===== src/rtl/freq_meter_pkg.sv =====
// freq_meter_pkg: shared definitions for the frequency meter slice.
//   state_t          - FSM state encoding (IDLE/ARM/MEASURE/DONE)
//   CNT_W_DEF        - default counter/result width
//   SYNC_STAGES_DEF  - default synchroniser depth
package freq_meter_pkg;

  localparam int unsigned CNT_W_DEF       = 16;
  localparam int unsigned SYNC_STAGES_DEF = 2;

  typedef enum logic [1:0] {
    IDLE    = 2'd0,
    ARM     = 2'd1,
    MEASURE = 2'd2,
    DONE    = 2'd3
  } state_t;

endpackage


===== src/rtl/freq_meter_if.sv =====
// freq_meter_if: request/result handshake of the frequency meter.
//   START     - single-cycle measurement request (master -> slave)
//   READY     - consumer accepts the result      (master -> slave)
//   BUSY      - measurement in progress           (slave -> master)
//   VALID     - result available                  (slave -> master)
//   TIMEOUT   - result is a timeout                (slave -> master)
//   PERIOD    - rise-to-rise cycles                (slave -> master)
//   HIGH_TIME - rise-to-fall cycles                (slave -> master)
interface freq_meter_if
  import freq_meter_pkg::*;
#(
  parameter int unsigned CNT_W = CNT_W_DEF
);

  logic             START;
  logic             READY;
  logic             BUSY;
  logic             VALID;
  logic             TIMEOUT;
  logic [CNT_W-1:0] PERIOD;
  logic [CNT_W-1:0] HIGH_TIME;

  modport master (
    output START, READY,
    input  BUSY, VALID, TIMEOUT, PERIOD, HIGH_TIME
  );

  modport slave (
    input  START, READY,
    output BUSY, VALID, TIMEOUT, PERIOD, HIGH_TIME
  );

endinterface


===== src/rtl/freq_meter_sync_edge_det.sv =====
// sync_edge_det: synchronises an asynchronous input and flags its edges.
//   CLK      - system clock
//   RST_N    - asynchronous active-low reset (all flops clear to 0)
//   async_in - asynchronous input
//   rise     - synchronised level went 0 -> 1 this cycle
//   fall     - synchronised level went 1 -> 0 this cycle
// Both edges share the same latency, so edge-to-edge intervals are exact
// for inputs that are already synchronous to CLK.
module sync_edge_det #(
  parameter int unsigned SYNC_STAGES = 2
) (
  input  logic CLK,
  input  logic RST_N,
  input  logic async_in,
  output logic rise,
  output logic fall
);

  logic [SYNC_STAGES-1:0] sync_q;
  logic                   s;
  logic                   p;

  assign s = sync_q[SYNC_STAGES-1];

  always_ff @(posedge CLK or negedge RST_N) begin
    if (!RST_N) begin
      sync_q <= '0;
      p      <= 1'b0;
    end else begin
      sync_q <= {sync_q[SYNC_STAGES-2:0], async_in};
      p      <= s;
    end
  end

  assign rise = s & ~p;
  assign fall = ~s & p;

endmodule


===== src/rtl/freq_meter.sv =====
// freq_meter: measures period and high time of a slow asynchronous square
// wave in CLK cycles, one measurement per START, result handed off with
// VALID/READY.
//   CLK    - system clock
//   RST_N  - asynchronous active-low reset
//   SIG_IN - signal under measurement (asynchronous)
//   bus    - freq_meter_if slave: START/READY in, BUSY/VALID/TIMEOUT/
//            PERIOD/HIGH_TIME out
module freq_meter
  import freq_meter_pkg::*;
#(
  parameter int unsigned CNT_W       = CNT_W_DEF,
  parameter int unsigned SYNC_STAGES = SYNC_STAGES_DEF
) (
  input  logic         CLK,
  input  logic         RST_N,
  input  logic         SIG_IN,
  freq_meter_if.slave  bus
);

  localparam logic [CNT_W-1:0] CNT_MAX = '1;
  localparam logic [CNT_W-1:0] CNT_ONE = {{(CNT_W-1){1'b0}}, 1'b1};

  state_t           state;
  logic [CNT_W-1:0] cnt;
  logic             fall_seen;
  logic             busy_q;
  logic             valid_q;
  logic             timeout_q;
  logic [CNT_W-1:0] period_q;
  logic [CNT_W-1:0] high_time_q;
  logic             rise;
  logic             fall;

  sync_edge_det #(
    .SYNC_STAGES (SYNC_STAGES)
  ) u_sync (
    .CLK      (CLK),
    .RST_N    (RST_N),
    .async_in (SIG_IN),
    .rise     (rise),
    .fall     (fall)
  );

  // Counter leaves ARM/MEASURE on reaching all-ones, so it saturates
  // rather than wrapping.
  always_ff @(posedge CLK or negedge RST_N) begin
    if (!RST_N) begin
      state       <= IDLE;
      cnt         <= '0;
      fall_seen   <= 1'b0;
      busy_q      <= 1'b0;
      valid_q     <= 1'b0;
      timeout_q   <= 1'b0;
      period_q    <= '0;
      high_time_q <= '0;
    end else begin
      case (state)
        IDLE: begin
          cnt <= '0;
          if (bus.START) begin
            state  <= ARM;
            busy_q <= 1'b1;
          end
        end

        ARM: begin
          if (rise) begin
            state     <= MEASURE;
            cnt       <= CNT_ONE;
            fall_seen <= 1'b0;
          end else if (cnt == CNT_MAX) begin
            state       <= DONE;
            busy_q      <= 1'b0;
            valid_q     <= 1'b1;
            timeout_q   <= 1'b1;
            period_q    <= '0;
            high_time_q <= '0;
          end else begin
            cnt <= cnt + CNT_ONE;
          end
        end

        MEASURE: begin
          if (fall && !fall_seen) begin
            high_time_q <= cnt;
            fall_seen   <= 1'b1;
          end
          if (rise) begin
            state     <= DONE;
            busy_q    <= 1'b0;
            valid_q   <= 1'b1;
            timeout_q <= 1'b0;
            period_q  <= cnt;
          end else if (cnt == CNT_MAX) begin
            state     <= DONE;
            busy_q    <= 1'b0;
            valid_q   <= 1'b1;
            timeout_q <= 1'b1;
            period_q  <= CNT_MAX;
            if (!fall_seen) high_time_q <= CNT_MAX;
          end else begin
            cnt <= cnt + CNT_ONE;
          end
        end

        DONE: begin
          if (bus.READY) begin
            state   <= IDLE;
            valid_q <= 1'b0;
          end
        end

        default: state <= IDLE;
      endcase
    end
  end

  assign bus.BUSY      = busy_q;
  assign bus.VALID     = valid_q;
  assign bus.TIMEOUT   = timeout_q;
  assign bus.PERIOD    = period_q;
  assign bus.HIGH_TIME = high_time_q;

endmodule


===== src/flat_wrapper.sv =====
// flat-port wrapper written by rule: the top's interface ports become plain ports
module freq_meter_flat import freq_meter_pkg::*;
#(
  parameter int unsigned CNT_W       = CNT_W_DEF,
  parameter int unsigned SYNC_STAGES = SYNC_STAGES_DEF
)
  (CLK, RST_N, SIG_IN, bus_START, bus_READY, bus_BUSY, bus_VALID, bus_TIMEOUT, bus_PERIOD, bus_HIGH_TIME);
  freq_meter_if #(.CNT_W(CNT_W)) bus_i ();
  input  logic CLK;
  input  logic RST_N;
  input  logic SIG_IN;
  input wire logic [$bits(bus_i.START)-1:0] bus_START;
  input wire logic [$bits(bus_i.READY)-1:0] bus_READY;
  output wire logic [$bits(bus_i.BUSY)-1:0] bus_BUSY;
  output wire logic [$bits(bus_i.VALID)-1:0] bus_VALID;
  output wire logic [$bits(bus_i.TIMEOUT)-1:0] bus_TIMEOUT;
  output wire logic [$bits(bus_i.PERIOD)-1:0] bus_PERIOD;
  output wire logic [$bits(bus_i.HIGH_TIME)-1:0] bus_HIGH_TIME;
  assign bus_i.START = bus_START;
  assign bus_i.READY = bus_READY;
  assign bus_BUSY = bus_i.BUSY;
  assign bus_VALID = bus_i.VALID;
  assign bus_TIMEOUT = bus_i.TIMEOUT;
  assign bus_PERIOD = bus_i.PERIOD;
  assign bus_HIGH_TIME = bus_i.HIGH_TIME;
  freq_meter #(.CNT_W(CNT_W), .SYNC_STAGES(SYNC_STAGES)) u_core (.CLK(CLK), .RST_N(RST_N), .SIG_IN(SIG_IN), .bus(bus_i));
endmodule

===== config.mk =====
export PLATFORM = sky130hd
export DESIGN_NAME = freq_meter_flat
export DESIGN_NICKNAME = d
export VERILOG_FILES = /design/src/rtl/freq_meter_pkg.sv /design/src/rtl/freq_meter_if.sv /design/src/rtl/freq_meter_sync_edge_det.sv /design/src/rtl/freq_meter.sv /design/src/flat_wrapper.sv
export SDC_FILE = /design/constraint.sdc
export NUM_CORES = 1
export LEC_CHECK = 0
export CORE_MARGIN = 8
export CORE_UTILIZATION = 57
export CTS_BUF_LIST = sky130_fd_sc_hd__clkbuf_8
export CTS_CLUSTER_DIAMETER = 60
export DETAILED_ROUTE_END_ITERATION = 10
export MAX_ROUTING_LAYER = met4
export PLACE_DENSITY = 0.93
export RECOVER_POWER = 100
export SLEW_MARGIN = 20
export SYNTH_ARGS = -nofsm -noshare
export SYNTH_HDL_FRONTEND = slang
export SYNTH_SLANG_ARGS = --single-unit

===== constraint.sdc =====
create_clock -name CLK -period 2.65 [get_ports CLK]
set_clock_uncertainty 0.15 [all_clocks]
set_input_delay 0.3975 -clock CLK [delete_from_list [all_inputs] [get_ports CLK]]
set_output_delay 0.3975 -clock CLK [all_outputs]
set_load 0.01 [all_outputs]

Word-level counts from Yosys, hierarchy flattened
Index checks and enable logic that the tools add are counted.
W data, S select, Z words.
- bits in registers: 57
- bits in latches: 0
- memory bits (writable): 0
- memory bits (read-only): 0
- input port bits: 5
- output and inout port bits: 35
- word-level logic and storage cells: 78
- memories kept: 0
- $add $sub $neg: 1
- $mul: 0
- divide/modulo/power cells: 0
- magnitude comparators: 0
- equality and inequality tests: 12
- shift-type cells: 0
- multiplexer cells: 37
- bitwise logic cells: 4
- reduce and logical (&&, ||, !) cells: 14
- operators by type and width (kind ; number):
    $mux W16 ; 11
    $pmux W16 S2 ; 2
    $pmux W16 S3 ; 1
    $add A16 B1 Y16 const B ; 1
    $eq A16 B16 Y1 const B ; 1
    $mux W1 ; 13
    $reduce_and A3 Y1 ; 4
    $mux W2 ; 5
    $ne A2 B2 Y1 const B ; 4
    $pmux W2 S4 ; 1
    $ne A2 B1 Y1 const B ; 3
    $pmux W1 S3 ; 2
    $reduce_and A2 Y1 ; 3
    $reduce_bool A3 Y1 ; 2
    $eq A2 B2 Y1 const B ; 2
    $pmux W1 S2 ; 2
    $reduce_and A4 Y1 ; 1
    $ne A3 B1 Y1 const B ; 1
    $and A1 B1 Y1 ; 2
    $eq A2 B1 Y1 const B ; 1
    $logic_not A2 Y1 ; 1
    $not A1 Y1 ; 2
    $reduce_bool A2 Y1 ; 1
    $logic_and A1 B1 Y1 ; 1
    $logic_not A1 Y1 ; 1

Longest topological paths before layout
Gate-level depths: netlist of the first run.
- depth in word-level cells: 8
- gate-level depth with buffers: 9

Cells and area by module
A second synthesis of the first run with hierarchy kept.
- cells, all modules: 298
- area total of the unflattened synthesis: 2986.6 um^2
- modules (own cells, without submodules) (module ; instances ; cells an instance ; area an instance (um^2) ; seq. area each (um^2)):
    freq_meter ; 1 ; 293 ; 2896.5 ; 1351.3
    sync_edge_det ; 1 ; 5 ; 90.1 ; 75.1

Worst setup path after synthesis of the first run
No wires, ideal clock.
- kind: register to register
- start point: register u_core.state[0]
- end point: register u_core.cnt[9]
- setup time: 82 ps
- arrival time: 1862 ps
- data required time: 2418 ps
- setup slack: 556 ps
- cell stages (with the launch flop): 9
- path buffers: 1
- period minus slack after synthesis: 2094 ps
- cell sequence: dfrtp_1 inv_1 ha_1 buf_2 o21ai_0 or3_1 nor2_1 a41oi_1 a31oi_1
- cells in the longest elaborated chain, start to end: 3
- ends and longest elaborated chain (element ; RTL line ; RTL):
    start, declared ; freq_meter.sv:24 ; state_t state;
    start signal, assigned ; freq_meter.sv:49 ; state <= IDLE;
    start signal, assigned ; freq_meter.sv:62 ; state <= ARM;
    start signal, assigned ; freq_meter.sv:69 ; state <= MEASURE;
    $eq A2 B2 Y1 (tied with other cells) ; freq_meter.sv:58 ; case (state)
    $ne A2 B2 Y1 (no line) or $reduce_bool A3 Y1 (tied branches) ; -- ;
    $reduce_and A2 Y1 (no line) ; -- ;
    end signal, assigned ; freq_meter.sv:80 ; cnt <= cnt + CNT_ONE;
    end signal, assigned ; freq_meter.sv:103 ; cnt <= cnt + CNT_ONE;
    end, declared ; freq_meter.sv:25 ; logic [CNT_W-1:0] cnt;
Several ways; a longest one is shown, not always the timed one.
A chain may end at the register's enable or synchronous reset.

Final worst setup path of the first run
- start point: register u_core.state[0]
- end point: register u_core.cnt[4]
The elaborated chain is that of the path after synthesis.

==> metrics.md, run 1 <==
| Metric | Value |
|---|---|
| Netlist cell types | `47` |
| Mean routed wirelength per cell | `18.1 µm` |
| Total GRT Usage | `23.1%` |
| DP HPWL | `5480 µm` |
| Synthesized instance count | `320` |
| Number of H-tree levels | `3` |
| Post-Synth Simple-Gate Area | `21.2%` |
| Crit path time final | `2420 ps` |
| Critical path class | `reg -> reg` |
| Post-Synth Adder-Cell Area | `2.59%` |
| XOR/XNOR Fraction of Synth Area | `0%` |
| Routability cong. | `1.01` |
| IO Pins | `40` |
| Vias in the first global route | `2700` |
| Peak supply drop | `0.506 mV` |
| WP buf/inv | `4` |
| Clk pwr share | `32.4%` |
| Post-synthesis compound-gate area fraction | `22.5%` |
| Clk root buf | `clkbuf_8` |
| Arr. time, crit path | `2530 ps` |
| Synth warn | `0` |
| CTS Buf Count | `9` |
| Syn nets | `331` |
| CORE AREA | `5010 µm²` |
| Final setup margin | `231 ps` |
| DR iter-0 viols | `402` |
| Synth Flop Type | `dfrtp_1` |
| Die width | `87.4 µm` |
| Setup slack at placement | `285 ps` |
| Starting density of the core | `58.0%` |
| Area occupied by multi-input gates | `1360 µm²` |
| Die ar. | `7630 µm²` |
| Critical path cell sequence | `inv_1 > ha_1 > clkbuf_1 > inv_1 > nor2_1 > clkbuf_1 > o21ai_0 > a31oi_1` |
| Setup TNS | `0 ps` |
| Drt drc | `0` |
| Worst Tran Pin Value | `1710 ps` |
| HP Class | `reg -> reg` |
| Post-synthesis average cell area | `9.08 µm²` |
| Detail Route Antenna Nets | `0` |
| Status | `complete, but fails checks` |
| Slew HR | `-13.7%` |
| Worst setup EP type | `register` |
| CTS clock-pin slew for the worst setup and hold paths | `60 ps` |
| Placed Cells | `426` |
| Multiplexer area fraction after synthesis | `0.345%` |
| Die Y | `87.4 µm` |
| Setup Buffers After CTS | `0` |
| Largest family of logic cells by synthesized area | `compound AO/OA/AOI/OAI gates` |
| Combinational Power Share | `32.6%` |
| Synth Register Bits | `57` |
| Gr ovfl total | `0` |
| Post-Syn Area | `2900 µm²` |
| Top delay family on crit path | `buffers and inverters` |
| Post-synthesis sequential area ratio | `49.1%` |
| Final net count | `379` |
| Utilization after layout | `72.8%` |
| Detailed-router iteration count before antenna repair | `9` |
| CP max stage cell | `dfrtp_1` |
| FP Rows | `26` |
| Count of port buffers added during placement | `39` |
| Fillers | `399` |
| Largest net degree at the start of global routing | `31` |
| EDFF count, synth | `0` |
| Hold path cells | `0` |
| Worst Reg-to-Reg Cells | `8` |
| PwrDens | `791 nW/µm²` |
| Worst setup SP type | `register` |
| Via density | `6.30` |
| Switching share of power | `35.6%` |
| TritonCTS clock tree | `yes` |
| Hold Fails Final Rpt | `0` |
| Most frequent cells in the layout | `57 x dfrtp_1, 38 x nand2_1, 37 x dlygate4sd3_1, 32 x a21oi_1, 32 x o21ai_0` |
| CP max FO | `7` |
| Antenna diode count | `0` |
| Later-pin clock latency in the skew report | `350 ps` |
| Crit-path max cell delay | `440 ps` |
| Area Overhead vs Synth | `25.5%` |
| Fraction of registers with async set/reset | `100%` |
| Deepest clock path buffer count | `2` |
| CTS Sinks | `57` |
| Setup violations, final | `0` |
| Pleak | `1.64 nW` |
| Failing checks | `max-capacitance violations, max-slew violations` |
| Max-Cap Viols | `1` |
| Net load switching power | `1.03 mW` |
| Crit. path cell count | `8` |
| First-pass GRT wire length | `13200 µm` |
| Max frequency | `413 MHz` |
| Critical path required time | `2760 ps` |
| Share of layout cells above drive strength 1 | `10.5%` |
| Commonest non-fill, non-tap cell in the layout | `dfrtp_1` |
| Final wirelength | `8020 µm` |
| Register share of total power | `35.0%` |
| Fin crit share | `91.3%` |
| FF/Latch Area | `1430 µm²` |
| Routed via count | `2791` |
| RSZ-0062 raised after global routing | `false` |
| Initial antenna violation count | `0` |
| Finished Layout Cells | `443` |
| Int Power | `1.86 mW` |
| Max-slew violations | `30` |
==> synth_stat cells, types with 4 or more instances <==
cell       n  area share, %
and3_1     5            1.1
inv_1      4           0.52
ha_1       6            2.6
clkbuf_1   8            1.0
o22ai_1   16            3.4
nand3_1    7            1.2
o21ai_1   10            1.7
nand2b_1   4           0.86
nor2_1    28            3.6
o21ai_0   23            4.0
a21oi_1   32            5.5
nor3_1    17            2.9
dfrtp_1   57             49
a31oi_1    9            1.9
nand2_1   38            4.9
buf_2      9            1.6
==> flip-flops by register name, summed over array words and instances (netlist names) <==
name	cells
u_core.bus.HIGH_TIME	16
u_core.bus.PERIOD	16
u_core.cnt	16
u_core.state	2
u_core.u_sync.sync_q	2
u_core.bus.BUSY	1
u_core.bus.TIMEOUT	1
u_core.bus.VALID	1
u_core.fall_seen	1
u_core.u_sync.p	1
==> timing repair <==
item,CTS,global route
resized for setup,0,1
hold buffers,1,0
hold endpoints to repair,29,0
endpoints found under the setup margin,0,3
==> per-layer routing <==
layer	GRT usage, %	vias to the layer above	share of wire (%)
met1	27.5	1324	42
met5	-	-	0
li1	-	1276	-
met4	9.84	0	2.6
met3	5.85	28	8.5
met2	36.2	163	47
==> layout make-up <==
cell class | instances | area share [%]
Clock buffer | 11 | 4.15
Clock inverter | 5 | 2.13
Inverter | 4 | 0.412
Multi-Input combinational cell | 238 | 37.3
Sequential cell | 57 | 39.1
Tap cell | 70 | 2.40
Timing Repair Buffer | 58 | 14.5
==> worst paths after layout <==
path	start	to	slack, ps
setup / recovery	u_core.state[0]	u_core.cnt[4]	230
hold / removal	u_core.u_sync.sync_q[0]	u_core.u_sync.sync_q[1]	210
setup reg to reg	u_core.state[0]	u_core.cnt[4]	230
hold reg to reg	u_core.u_sync.sync_q[0]	u_core.u_sync.sync_q[1]	210
max in group asynchronous	RST_N	u_core.cnt[12]	480
min in group asynchronous	RST_N	u_core.bus.HIGH_TIME[4]	880
==> power groups by stage <==
stage | combinational, mW | clock, mW | sequential, mW
detailed placement | 0.960 | 0 | 1.02
finish | 0.939 | 0.936 | 1.01
floorplan | 0.637 | 0 | 1.02
CTS | 0.974 | 0.937 | 1.01
global placement | 0.946 | 0 | 1.02
global route | 1.03 | 0.975 | 1.02
==> through the flow <==
step           power [mW]  hold WS (ps)  area (µm²)
2_1_floorplan        1.66         -48.1        2900
3_3_place_gp         1.96           185        3420
3_5_place_dp         1.98           193        3420
4_1_cts              2.92           207        3660
5_1_grt              3.03           218        3640
6_report             2.88           207        3640
==> kinds of logic after synthesis <==
kind of cell	count (synthesis)
AOI/OAI and AO/OA	109
adders and majority gates	6
muxes	1
DFF	57
buffers and inverters	25
and+or+nand+nor	122
Power figures use the tool's default switching activity.
==> inputs of run 2 (changes only) <==
TNS_END_PERCENT = 10   (was default)
==> results of run 2 <==
The final DEF is identical to that of run 1; final timing and power are the same.
==> inputs of run 3 (changes only) <==
CORE_ASPECT_RATIO = 0.7   (was default)
SETUP_SLACK_MARGIN = 0.15   (was default)
==> metrics.md, run 3 (synthesis gave the netlist of run 1 again) <==
| Metric | Value |
|---|---|
| Count of port buffers added during placement | `39` |
| Number of H-tree levels | `3` |
| Arr. time, crit path | `2520 ps` |
| Failing checks | `max-capacitance violations, max-slew violations` |
| Most frequent cells in the layout | `57 x dfrtp_1, 38 x nand2_1, 37 x dlygate4sd3_1, 33 x a21oi_1, 32 x o21ai_0` |
| CP max FO | `16` |
| Area Overhead vs Synth | `24.0%` |
| Final wirelength | `7940 µm` |
| Die ar. | `7670 µm²` |
| Antenna diode count | `0` |
| Met1 usage | `27.9%` |
| DP HPWL | `5530 µm` |
| Status | `complete, but fails checks` |
| Share of layout cells above drive strength 1 | `9.97%` |
| IO Pins | `40` |
| Max-slew violations | `30` |
| Routability cong. | `0.973` |
| Die Y | `75.7 µm` |
| Critical path required time | `2730 ps` |
| RSZ-0062 raised after global routing | `true` |
| Total GRT Usage | `22.4%` |
| CTS Sinks | `57` |
| Slew HR | `-11.3%` |
| Die width | `101 µm` |
| Worst hold start | `u_core.u_sync.sync_q[0]` |
| M2 GR Usage | `32.7%` |
| Critical path class | `reg -> reg` |
| Drt drc | `0` |
| CP Launch Point | `u_core.cnt[0]` |
| Clk root buf | `clkbuf_8` |
| Fin crit share | `92.0%` |
| Deepest clock path buffer count | `2` |
| Worst Tran Pin Value | `1670 ps` |
| R2R setup slack | `210 ps` |
| Pleak | `1.63 nW` |
| CTS Buf Count | `9` |
| HP Class | `reg -> reg` |
| Fillers | `396` |
| DR iter-0 viols | `269` |
| Crit path time final | `2440 ps` |
| Busiest layer in global routing | `met2` |
| Vias in the first global route | `2583` |
| Gr ovfl total | `0` |
| Worst setup SP type | `register` |
| PwrDens | `765 nW/µm²` |
| Via density | `6.32` |
| First-pass GRT wire length | `12700 µm` |
| Max-Cap Viols | `1` |
| Setup violations, final | `0` |
| Hold Fails Final Rpt | `0` |
| Largest net degree at the start of global routing | `31` |
| Detail Route Antenna Nets | `0` |
| Placed Cells | `423` |
| Worst setup EP type | `register` |
| Setup slack at placement | `163 ps` |
| Commonest non-fill, non-tap cell in the layout | `dfrtp_1` |
| Max frequency | `410 MHz` |
| FP Rows | `21` |
| CTS clock-pin slew for the worst setup and hold paths | `60 ps` |
| Mean routed wirelength per cell | `18.0 µm` |
| Starting density of the core | `60.1%` |
| Worst R2R Start | `u_core.cnt[0]` |
| Initial antenna violation count | `0` |
| Finished Layout Cells | `440` |
| Routed via count | `2780` |
| Peak supply drop | `0.548 mV` |
| TritonCTS clock tree | `yes` |
| CORE AREA | `4830 µm²` |
| Detailed-router iteration count before antenna repair | `6` |
| Later-pin clock latency in the skew report | `340 ps` |
| Final net count | `378` |
| Final setup margin | `212 ps` |
| Setup TNS | `0 ps` |
| Total chip power | `2.75 mW` |
| Met3 usage | `7.39%` |
| Final hold slack | `202 ps` |
## run 3: changes by cell type in the layout (fill, tap and decap cells not counted)
| cell | delta |
|---|---|
| clkbuf_1 | -2 |
| clkbuf_2 | +2 |
| a21oi_1 | +1 |
| a21oi_2 | -1 |
| buf_4 | -1 |
| bufinv_16 | -1 |
| clkinvlp_4 | -1 |
| inv_1 | +1 |
## run 3: power breakdown
group	internal [mW]	switching, mW
sequential	0.937	0.0706
combinational	0.353	0.593
clock	0.473	0.328
total	1.76	0.992
## run 3: path summary, 6_finish.rpt
path	end	cells past startpoint
worst max register to register	u_core.bus.PERIOD[5]	7
worst min-delay path	u_core.u_sync.sync_q[1]	0
min in group asynchronous	u_core.bus.HIGH_TIME[4]	2
worst min register to register	u_core.u_sync.sync_q[1]	0
worst max-delay path	u_core.bus.PERIOD[5]	7
max in group asynchronous	u_core.bus.PERIOD[2]	2
## run 3: layer usage
metal	share of wire [%]	up-vias
li1	-	1268
met3	11	29
met1	43	1318
met5	0	-
met4	2.1	0
met2	43	165
## run 3: per-stage QoR
stage               utilization, %  area, µm²
finish                        74.5       3600
detailed placement            70.3       3400
CTS                           74.6       3610
floorplan                        -       2900
global route                  74.5       3600
global placement              70.3       3400
## run 3: cell type report
cell class,instances,area [µm²],area share (%)
well taps,69,86.3,2.40
flip-flops and latches,57,1430,39.6
clock buffers,11,151,4.20
multi-input cells,238,1360,37.7
inverters,4,15.0,0.417
repair buffers,57,522,14.5
clock inverters,4,43.8,1.22
## run 3: repair_timing
| action | 4_1_cts | 5_1_grt |
|---|---|---|
| buffers inserted | 0 | 1 |
| setup endpoints to repair | 0 | 18 |
| hold buffers | 1 | 0 |
| gates resized for setup | 0 | 1 |
| hold endpoints to repair | 29 | 0 |
## run 3: worst max-delay path, stage by stage (launching register included)
cell      delay (ps)
dfrtp_1          480
ha_1             250
and3_1           300
nand4_4          260
a21oi_1          220
clkbuf_2         340
nor2_1            70
nor3_1           260
==> edit 1: new RTL, config.mk and constraints of run 3 <==
Change the package constant `CNT_W_DEF` from 16 to 32.
--- a/src/rtl/freq_meter_pkg.sv
+++ b/src/rtl/freq_meter_pkg.sv
@@ -4,7 +4,7 @@
 //   SYNC_STAGES_DEF  - default synchroniser depth
 package freq_meter_pkg;
 
-  localparam int unsigned CNT_W_DEF       = 16;
+  localparam int unsigned CNT_W_DEF       = 32;
   localparam int unsigned SYNC_STAGES_DEF = 2;
 
   typedef enum logic [1:0] {
Interface: changed (resized bus_HIGH_TIME and bus_PERIOD); port bits go from 40 to 72. No check against the original RTL was run, so the function may have changed too.
==> edit 1 against run 3 <==
- total power grew 75%
- first-iteration DRC count grew 120%
- cell area rose by 77%
- count of clock-buffer cells in the layout fell by 2
- die area is 59% higher
- sequential share of layout area is 1.8 points higher
- synthesized area rose by 74%
- global-route usage increased by 3.4 points
- final cell count up 57%
- routed wire length rose by 91%
- non-clock buffer count rose by 63
- worst setup slack worse by 0.10 ns
- sequential cell count is 48 higher
- largest cell class unchanged
==> edit 1: results (changes against run 3) <==
{
  "final_cell_count_no_fill": {"value": 689, "change": "+57%"},
  "area.share.sequential": {"value": 41.4, "unit": "%", "change": "+1.8 points"},
  "gp_routability_congestion": {"value": 0.952, "change": "-2.2%"},
  "seq_area_frac_synth": {"value": 52.0, "unit": "%", "change": "+2.9 points"},
  "postRouteWirelength": {"value": 15100, "unit": "µm", "change": "+91%"},
  "tightestPinTransition": {"value": 0.988, "unit": "ns", "change": "-0.681 ns"},
  "synth_area_per_cell": {"value": 10.6, "unit": "µm²", "change": "+17%"},
  "synth_mux_area_share": {"value": 0.396, "unit": "%", "change": "+0.052 points"},
  "detailed_place_hpwl": {"value": 10200, "unit": "µm", "change": "+85%"},
  "clock_latency": {"value": 0.37, "unit": "ns", "change": "+0.03 ns"},
  "signal_buffer_area_fraction": {"value": 17.1, "unit": "%", "change": "+2.6 points"},
  "dr_total_vias": {"value": 4648, "change": "+67%"},
  "drt_pass1_iterations": {"value": 5, "change": "-1"},
  "area_share_clock_buf_inv": {"value": 3.05, "unit": "%", "change": "-2.4 points"},
  "synth_fa_ha_area_share": {"value": 1.49, "unit": "%", "change": "-1.1 points"},
  "groute.layer.met2.usage": {"value": 38.2, "unit": "%", "change": "+5.5 points"},
  "numSequentialCells": {"value": 105, "change": "+84%"},
  "multi_input_gate_area_in_the_final_layout": {"value": 2260, "unit": "µm²", "change": "+67%"},
  "post_synth_main_area_contributors": "sky130_fd_sc_hd__dfrtp_1, sky130_fd_sc_hd__o221a_2, sky130_fd_sc_hd__a21oi_1, sky130_fd_sc_hd__o2bb2ai_1, sky130_fd_sc_hd__or4_1",
  "max-vdd-ir-drop": {"value": 0.319, "unit": "mV", "change": "-42%"},
  "routed-wl-met2": {"value": 6710, "unit": "µm", "change": "+95%"},
  "critical_path_peak_fanout": {"value": 5, "change": "-11"},
  "globalRouteTotalUtil": {"value": 25.8, "unit": "%", "change": "+3.4 points"},
  "number_of_signal_net_buffers_in_the_layout": {"value": 120, "change": "+110%"},
  "synth.net_count": {"value": 487, "change": "+47%"},
  "port_buffers": {"value": 71, "change": "+82%"},
  "clk_pin_slew": {"value": 0.10, "unit": "ns", "change": "+0.04 ns"},
  "grt_first_pass_wirelength": {"value": 24100, "unit": "µm", "change": "+90%"},
  "wirelength_met1": {"value": 6700, "unit": "µm", "change": "+96%"},
  "run_status": "finished clean",
  "nFillCells": {"value": 597, "change": "+51%"},
  "placed_cells": {"value": 669, "change": "+58%"},
  "met1_usage": {"value": 34.4, "unit": "%", "change": "+6.5 points"},
  "grtUsageMet3": {"value": 6.25, "unit": "%", "change": "-1.1 points"},
  "num-nets-final": {"value": 575, "change": "+52%"},
  "leakagePower": {"value": 2.70, "unit": "nW", "change": "+65%"},
  "clock_buffer_count": {"value": 9, "change": "-2"},
  "maximum_number_of_pins_on_one_net_before_global_route_repair": {"value": 68, "change": "+120%"},
  "routed-wl-met3": {"value": 1580, "unit": "µm", "change": "+77%"}
}
edit 1: changes by cell type in the layout (fill, tap and decap cells not counted), moves of 13 or more:
cell and delta:
sky130_fd_sc_hd__nand2_1 -14, sky130_fd_sc_hd__nand3_1 +14, sky130_fd_sc_hd__o221a_2 +32, sky130_fd_sc_hd__buf_4 +23
sky130_fd_sc_hd__nor3_1 -13, sky130_fd_sc_hd__or4_1 +15, sky130_fd_sc_hd__a21oi_1 +27, sky130_fd_sc_hd__nor2_1 -19
sky130_fd_sc_hd__dfrtp_1 +44, sky130_fd_sc_hd__dlygate4sd3_1 +32, sky130_fd_sc_hd__o2bb2ai_1 +32, sky130_fd_sc_hd__o22ai_1 -16
edit 1: repair_timing:
action | in CTS | in global routing
resized for setup | 1 | 14
setup endpoints to repair | 25 | 79
hold endpoints to repair | 38 | 0
buffers inserted | 1 | 2
hold buffers | 1 | 0
pin swaps | 0 | 4
edit 1: kinds of logic (layout without fill, tap and decap cells):
logic type	after synthesis	count (layout)
compound gates	174	174
mux	2	2
buf+inv	52	145
simple gates	137	137
fa+ha+maj	6	6
flops	105	105
edit 1: power by group:
part	switching [mW]	internal, mW
Clock	0.571	0.438
Sequential	0.153	1.86
Combinational	0.970	0.844
edit 1: through the flow:
step,instance area [µm²],hold slack [ns],worst slack (ns),utilization (%)
after floorplan,5050,-0.0481,0.189,-
after global placement,6120,0.184,0.202,71.9
after detailed placement,6120,0.187,0.119,71.9
after CTS,6330,0.220,0.136,74.4
after global routing,6360,0.225,0.0620,74.7
final,6360,0.210,0.108,74.7
edit 1: worst paths after layout:
path / startpoint / end / slack (ns) / cells past startpoint
max reg2reg: u_core.state[0]$_DFFE_PN0P_ / u_core.cnt[19]$_DFFE_PN0P_ / 0.11 / 7
max: u_core.state[0]$_DFFE_PN0P_ / u_core.cnt[19]$_DFFE_PN0P_ / 0.11 / 7
min in group asynchronous: RST_N / u_core.bus.HIGH_TIME[1]$_DFFE_PN0P_ / 0.57 / 2
min reg2reg: u_core.u_sync.sync_q[0]$_DFF_PN0_ / u_core.u_sync.sync_q[1]$_DFF_PN0_ / 0.21 / 0
max in group asynchronous: RST_N / u_core.cnt[24]$_DFFE_PN0P_ / 0.86 / 3
min: u_core.u_sync.sync_q[0]$_DFF_PN0_ / u_core.u_sync.sync_q[1]$_DFF_PN0_ / 0.21 / 0
edit 1: critical path: stages (launching register included):
cell	delay, ns
sky130_fd_sc_hd__dfrtp_1	0.38
sky130_fd_sc_hd__inv_1	0.09
sky130_fd_sc_hd__ha_2	0.20
sky130_fd_sc_hd__and3b_1	0.23
sky130_fd_sc_hd__or2_4	0.29
sky130_fd_sc_hd__or4_1	0.57
sky130_fd_sc_hd__or4_1	0.47
sky130_fd_sc_hd__nand2_1	0.11
==> edit 2: new RTL, config.mk and constraints of run 3 <==
Made on the original files. Encoding of `state_t`: now Gray code (2 bits for 4 states).
--- a/src/rtl/freq_meter_pkg.sv
+++ b/src/rtl/freq_meter_pkg.sv
@@ -8,10 +8,10 @@
   localparam int unsigned SYNC_STAGES_DEF = 2;
 
   typedef enum logic [1:0] {
-    IDLE    = 2'd0,
-    ARM     = 2'd1,
-    MEASURE = 2'd2,
-    DONE    = 2'd3
+    IDLE    = 2'b00,
+    ARM     = 2'b01,
+    MEASURE = 2'b11,
+    DONE    = 2'b10
   } state_t;
 
 endpackage
Check against the original RTL: same outputs for any inputs over 10 cycles, from zero or initial values and one cycle with RST_N low; not proved beyond that.
==> edit 2 against run 3 <==
- cell area shrank 6.7%
- total power grew 14%
- worst setup slack improved by 0.033 ns
- largest power group unchanged
- critical path type unchanged
- critical path depth stayed put
- count of clock-buffer cells in the layout did not move
- synthesized area is 6.9% lower
- sequential cell count unchanged
- routed wire length down 12%
==> edit 2: results (changes against run 3) <==
{
  "critical_path_peak_fanout": {"value": 8, "change": "-8"},
  "count_of_final_max_slew_check_failures": {"value": 0, "change": "-100%"},
  "max-vdd-ir-drop": {"value": 0.715, "unit": "mV", "change": "+30%"},
  "mapped_cells": {"value": 255, "change": "-20%"},
  "family_with_the_most_delay_on_the_worst_path": "compound AO/OA/AOI/OAI gates",
  "final_layout_size_suffix_gt1_share": {"value": 10.2, "unit": "%", "change": "+0.26 points"},
  "synth-compound-area-share": {"value": 23.9, "unit": "%", "change": "+1.4 points"},
  "seq_area_frac_synth": {"value": 52.8, "unit": "%", "change": "+3.6 points"},
  "synth.cell_area": {"value": 2700, "unit": "µm²", "change": "-6.9%"},
  "globalRouteTotalUtil": {"value": 20.9, "unit": "%", "change": "-1.5 points"},
  "synth.lib_cells_used.distinct": {"value": 46, "change": "-2.1%"},
  "dr_total_vias": {"value": 2382, "change": "-14%"},
  "max-slew-margin-rel": {"value": 41.5, "unit": "%", "change": "+53 points"},
  "psw": {"value": 1.08, "unit": "mW", "change": "+8.9%"},
  "setup.reg_to_reg.worst_slack": {"value": 0.24, "unit": "ns", "change": "+0.03 ns"},
  "final_cell_count_no_fill": {"value": 360, "change": "-18%"},
  "max_freq": {"value": 416, "unit": "MHz", "change": "+1.4%"},
  "synth_fa_ha_area_share": {"value": 0.463, "unit": "%", "change": "-2.1 points"},
  "post_synth_main_area_contributors": "sky130_fd_sc_hd__dfrtp_1, sky130_fd_sc_hd__a221o_1, sky130_fd_sc_hd__o22a_1, sky130_fd_sc_hd__a21oi_1, sky130_fd_sc_hd__nor2_1",
  "timing.critical_path.arrival": {"value": 2.49, "unit": "ns", "change": "-0.03 ns"},
  "critical_path.max_stage_delay": {"value": 0.51, "unit": "ns", "change": "+0.03 ns"},
  "leakagePower": {"value": 1.49, "unit": "nW", "change": "-8.9%"},
  "synth_mux_area_share": {"value": 2.59, "unit": "%", "change": "+2.2 points"},
  "maximum_number_of_pins_on_one_net_before_global_route_repair": {"value": 24, "change": "-23%"},
  "run_status": "finished clean",
  "whs": {"value": 0.199, "unit": "ns", "change": "-0.00373 ns"},
  "synth.cells.most_frequent": "sky130_fd_sc_hd__dfrtp_1, sky130_fd_sc_hd__a21oi_1, sky130_fd_sc_hd__nor2_1, sky130_fd_sc_hd__a221o_1, sky130_fd_sc_hd__o22a_1",
  "gp_routability_congestion": {"value": 0.983, "change": "+0.99%"},
  "placed_cells": {"value": 343, "change": "-19%"}
}
[edit 2: power groups by stage]
stage,registers [mW],logic (mW),clock network [mW]
final,1.29,1.05,0.808
after global routing,1.32,1.14,0.855
after CTS,1.30,1.12,0.810
after detailed placement,1.31,1.12,0
after global placement,1.29,1.07,0
after floorplan,1.31,0.562,0
[edit 2: per-layer routing]
metal / vias to the layer above / track usage, % / share of wire, %
met1: 1166 / 25.5 / 44
met4: 0 / 6.60 / 2.1
met3: 24 / 7.85 / 8.4
li1: 1072 / - / -
met2: 120 / 31.7 / 46
met5: - / - / 0
[edit 2: timing repair]
item                                    CTS  global route
hold endpoints to repair                 15             0
buffers inserted                          0             1
hold buffers                              1             0
endpoints found under the setup margin    0            15
[edit 2: cell type report]
type | instances | area [µm²]
flip-flops and latches | 57 | 1430
fillers | 351 | 1320
multi-input cells | 171 | 1140
repair buffers | 55 | 503
clock buffers | 11 | 151
well taps | 57 | 71.3
clock inverters | 4 | 43.8
inverters | 5 | 18.8
